## config.mk

```make
export PLATFORM = sky130hd
export DESIGN_NAME = cpu_bus_arbiter
export DESIGN_NICKNAME = d
export VERILOG_FILES = /design/src/rtl/cpu_bus_arbiter.sv
export SDC_FILE = /design/constraint.sdc
export NUM_CORES = 1
export LEC_CHECK = 0
export ABC_CLOCK_PERIOD_IN_PS = 1950
export CAP_MARGIN = 20
export CORE_ASPECT_RATIO = 1.5
export CORE_MARGIN = 2
export CORE_UTILIZATION = 35
export DETAILED_ROUTE_END_ITERATION = 12
export GPL_ROUTABILITY_DRIVEN = 0
export PLACE_DENSITY = 0.7
export SYNTH_ARGS = -nofsm -noshare
export SYNTH_HDL_FRONTEND = slang
export SYNTH_SLANG_ARGS = --single-unit
```

## constraint.sdc

```tcl
create_clock -name clk -period 1.95 [get_ports clk]
set_clock_uncertainty 0.15 [all_clocks]
set_input_delay 0.4875 -clock clk [delete_from_list [all_inputs] [get_ports clk]]
set_output_delay 0.4875 -clock clk [all_outputs]
set_load 0.01 [all_outputs]
```

## src/rtl/cpu_bus_arbiter.sv

```systemverilog
// cpu_bus_arbiter: two requesters sharing one strobed
// CPU register bus, alternating on contention.
module cpu_bus_arbiter #(
  parameter int C_CPU_ADDR_WIDTH = 16,
  parameter int C_STROBE_CYCLES  = 4
) (
  input  logic                        clk,
  input  logic                        rst,
  input  logic                        m0_req,
  input  logic                        m0_we,
  input  logic [C_CPU_ADDR_WIDTH-1:0] m0_addr,
  input  logic [31:0]                 m0_wdata,
  output logic                        m0_ack,
  output logic [31:0]                 m0_rdata,
  input  logic                        m1_req,
  input  logic                        m1_we,
  input  logic [C_CPU_ADDR_WIDTH-1:0] m1_addr,
  input  logic [31:0]                 m1_wdata,
  output logic                        m1_ack,
  output logic [31:0]                 m1_rdata,
  output logic [C_CPU_ADDR_WIDTH-1:0] cpu_addr,
  output logic                        cpu_cs,
  output logic [31:0]                 cpu_wdata,
  output logic                        cpu_we,
  output logic                        cpu_rd,
  input  logic [31:0]                 cpu_rdata,
  output logic                        busy,
  output logic [1:0]                  grant
);

  typedef enum logic [2:0] {
    IDLE,
    SETUP,
    STROBE,
    HOLD,
    DONE
  } state_t;

  localparam logic [3:0] LAST =
    4'(C_STROBE_CYCLES - 1);

  state_t      state_q;
  state_t      state_d;
  logic [3:0]  cnt_q;
  logic        sel_q;
  logic        we_q;
  logic        last_q;
  logic [31:0] rdata0_q;
  logic [31:0] rdata1_q;
  logic        win;
  logic        any_req;
  logic        strobe_end;

  assign any_req    = m0_req | m1_req;
  assign strobe_end = (cnt_q == LAST);
  assign m0_rdata   = rdata0_q;
  assign m1_rdata   = rdata1_q;

  // Winner: alternate on contention, else the lone requester.
  always_comb begin
    if (m0_req && m1_req) win = ~last_q;
    else                  win = m1_req;
  end

  // State register.
  always_ff @(posedge clk) begin
    if (rst) state_q <= IDLE;
    else     state_q <= state_d;
  end

  // Next state and bus/handshake outputs decoded from state.
  always_comb begin
    state_d = state_q;
    cpu_cs  = 1'b1;
    cpu_we  = 1'b1;
    cpu_rd  = 1'b1;
    busy    = 1'b0;
    grant   = 2'b00;
    m0_ack  = 1'b0;
    m1_ack  = 1'b0;
    unique case (state_q)
      IDLE: begin
        if (any_req) state_d = SETUP;
      end
      SETUP: begin
        cpu_cs  = 1'b0;
        busy    = 1'b1;
        grant   = sel_q ? 2'b10 : 2'b01;
        state_d = STROBE;
      end
      STROBE: begin
        cpu_cs = 1'b0;
        cpu_we = ~we_q;
        cpu_rd = we_q;
        busy   = 1'b1;
        grant  = sel_q ? 2'b10 : 2'b01;
        if (strobe_end) state_d = HOLD;
      end
      HOLD: begin
        cpu_cs  = 1'b0;
        busy    = 1'b1;
        grant   = sel_q ? 2'b10 : 2'b01;
        state_d = DONE;
      end
      DONE: begin
        busy    = 1'b1;
        grant   = sel_q ? 2'b10 : 2'b01;
        m0_ack  = ~sel_q;
        m1_ack  = sel_q;
        state_d = IDLE;
      end
      default: state_d = IDLE;
    endcase
  end

  // Latch the winner's request, count strobe, capture read data.
  always_ff @(posedge clk) begin
    if (rst) begin
      cnt_q     <= 4'd0;
      sel_q     <= 1'b0;
      we_q      <= 1'b0;
      last_q    <= 1'b1;
      cpu_addr  <= '0;
      cpu_wdata <= 32'd0;
      rdata0_q  <= 32'd0;
      rdata1_q  <= 32'd0;
    end else begin
      unique case (state_q)
        IDLE: begin
          if (any_req) begin
            cnt_q     <= 4'd0;
            sel_q     <= win;
            we_q      <= win ? m1_we : m0_we;
            cpu_addr  <= win ? m1_addr : m0_addr;
            cpu_wdata <= win ? m1_wdata : m0_wdata;
          end
        end
        STROBE: begin
          if (!strobe_end) begin
            cnt_q <= cnt_q + 4'd1;
          end else if (!we_q) begin
            if (sel_q) rdata1_q <= cpu_rdata;
            else       rdata0_q <= cpu_rdata;
          end
        end
        DONE: last_q <= sel_q;
        default: ;
      endcase
    end
  end

endmodule

```

==> impl_metrics.tcl <==
set metrics [dict create \
    status "finished, violations left" \
    violations "setup timing" \
    period_needed_ns 2.09 \
    start_kind "flop" \
    synth_top_flop_cell "dfxtp_1" \
    ir_worst_vdd_mv 0.581 \
    dp.final_hpwl_mm 13.0 \
    required_ns 1.31 \
    drive_gt1_share_pct 11.1 \
    cpMaxStageDelayCell "dfxtp_4" \
    setup_ws_ns -0.142 \
    drtIter0Drc 236 \
    syn_avg_cell_area_um2 8.57 \
    grt_max_degree 68 \
    yosys.area.top_type_share_pct 45.6 \
    wirelength_mm 18.8 \
    grt.total_usage_pct 22.6 \
    regToRegEndpoint "m0_rdata[28]" \
    rows 55 \
    synth_edf_count 0 \
    syn_area_um2 5350 \
    syn2layout_area_growth_pct 69.4 \
    cts_hold_buf 0 \
    maxSlewViolCount 0 \
    core_um2 15000 \
    yosysUniqueCellTypes 40 \
    cts_root_buf "clkbuf_16" \
    antennaDiodeCount 0 \
    min_path_cells 2 \
    slowest_delay_ns 0.35 \
    r2r_cells 8 \
    hold_class "input port to flop" \
    rsz0062_at_grt "true" \
    syn_nets 760 \
    synth-seq-area-share_pct 45.6 \
    cts_tree "yes" \
    synth-async-reset-ratio_pct 0 \
    vias 5703 \
    maxCapViolCount 0 \
    synth_common_cells "dfxtp_1 (122), nand2_1 (101), a21oi_1 (84)" \
    tightest_slew_ns 0.549 \
    fp.dieW_um 105 \
    grt_pass1_vias 5765 \
    p_leak_nw 4.35 \
    clkTransAtPathRegs_ns 0.06 \
    drc 0 \
    post-route-period-util_pct 107 \
    fmax_mhz 478 \
    tns_ns -1.90 \
    min_from "rst" \
    grt_pass1_wl_mm 29.6 \
    nets 1004 \
    hold_viol 0 \
    numPortBuffers 253 \
    grt_overflow 0 \
    post_drt_wl_per_cell_um 17.4 \
    crit_fanout 5 \
    avgViaCountPerCell 5.28 \
    die_y_um 155 \
    final_antenna_net_count 0 \
    synth_most_common_cell "dfxtp_1" \
    ys_seq_elements 122 \
    io_pins 254 \
    r2r-start "state_q[2]" \
    clkLatencyLatePin_ns 0.40 \
    cts_buffers 17 \
    cts_buffer_depth 2 \
    numClockSinks 122 \
    yosysWarnings 0 \
    reg2reg_slack_ns -0.08 \
    netlist_instances 625 \
    drtPass1Iterations 4 \
    yosys-top-cells-area "dfxtp_1 (46%), a311oi_1 (8.3%), a21oi_1 (7.9%)" \
    htree_levels 4 \
    initial_core_util_pct 35.7 \
    crit_type "flop to output pin" \
    antenna_found_initial 0 \
    dieArea_um2 16300 \
    whs_endpoint "m1_rdata[0]" \
    end_kind "output pin" \
    arrival_ns 1.45 \
    crit_chain "buf_12 -> nor4b_4 -> inv_2 -> buf_6" \
    p_per_area_nw_per_um2 878 \
    fin_hold_ws_ns 0.300 \
    synth_area_leader_cell "dfxtp_1" \
    setup_violations 37 \
    relSlewSlack_pct 63.4 \
    nFillCells 1322 \
]
[where the power goes]
group | internal, mW | switching, mW
Clock | 1.79 | 1.17
Sequential | 2.74 | 0.139
Combinational | 1.07 | 1.06
Total | 5.59 | 2.37
[critical path, delay by kind of cell (launching register included)]
family / cells / cell delay [ns]
buf+inv: 3 / 0.39
flops: 1 / 0.35
simple gates: 1 / 0.30
[worst max-delay path by stage]
stage | endpoint | from | cells after the start | slack, ns
after detailed placement | cpu_wdata[6] | m1_req | 5 | -0.27
final | cpu_rd | state_q[2] | 4 | -0.14
after global routing | cpu_rd | state_q[2] | 4 | -0.19
after floorplan | cpu_we | state_q[2] | 4 | 0.13
after global placement | grant[0] | state_q[0] | 5 | -0.16
after CTS | cpu_rd | state_q[0] | 4 | -0.14
[kinds of logic (layout without fill, tap and decap cells)]
logic type               after synthesis  in the layout  synth area share, %
adder cells (fa/ha/maj)                1              1                0.234
AND/OR/NAND/NOR                      223            223                 21.7
flip-flops                           122            122                 45.6
multiplexers                          32             32                 5.98
XOR/XNOR                               2              2                0.327
AO/OA/AOI/OAI                        177            177                 20.8
buffers and inverters                 68            325                 5.40
[timing repair]
item / in CTS / in global routing
cloned: 3 / 0
pin swaps: 5 / 4
setup buffers: 5 / 3
endpoints found under the setup margin: 83 / 129
resized for setup: 91 / 70
[sequential cells by signal (all words and copies together), names as in the netlist]
signal,cells
sel_q,1
last_q,1
cnt_q,4
m1_rdata,32
m0_rdata,32
we_q,1
cpu_addr,16
cpu_wdata,32
state_q,3
[stage by stage]
| stage | instances | util [%] | cell area [µm²] | worst slack [ns] | power [mW] |
|---|---|---|---|---|---|
| 2_1_floorplan | 625 | - | 5360 | 0.134 | 3.89 |
| 3_3_place_gp | 1039 | 54.9 | 8240 | -0.158 | 5.04 |
| 3_5_place_dp | 1039 | 54.9 | 8240 | -0.265 | 5.09 |
| 4_1_cts | 1079 | 59.3 | 8900 | -0.137 | 8.07 |
| 5_1_grt | 1081 | 60.5 | 9070 | -0.185 | 8.34 |
| 6_report | 1081 | 60.5 | 9070 | -0.142 | 7.96 |
[layer usage]
metal,share of wire [%],vias up,wire length [µm],track usage (%)
met5,0,-,0,0
li1,-,2727,-,-
met2,56,231,10500,42.5
met1,36,2709,6710,23.5
met3,5.8,36,1080,5.70
met4,2.8,0,517,9.84
[final cells by class]
cell class                      count  area [µm²]  area share (%)
Clock inverter                     14         124            1.37
Clock buffer                       18         439            4.84
Multi-Input combinational cell    435        2680            29.6
Sequential cell                   122        2450            27.0
Inverter                            1        3.75          0.0414
Tap cell                          199         249            2.75
Timing Repair Buffer              292        3120            34.4
[placed cells by master (no fill, tap or decap), types with 2 or more instances in the layout]
master	instances
mux2i_1	32
nand4_1	32
inv_6	2
dfxtp_2	2
o21ai_0	31
buf_12	12
nor3_1	3
nor2_4	2
dlymetal6s2s_1	59
a21oi_1	84
nor2b_1	2
clkdlybuf4s50_1	142
buf_2	4
buf_16	2
nand2_1	100
nor2_1	2
nand2b_1	65
clkbuf_16	17
a311oi_1	51
buf_6	10
o21ai_1	2
clkinv_4	3
dfxtp_1	119
dlygate4sd2_1	43
o221ai_1	2
clkinv_2	4
clkinvlp_4	4
o21ba_2	2
nand3_1	2
buf_4	19
Power figures use the tool's default switching activity.
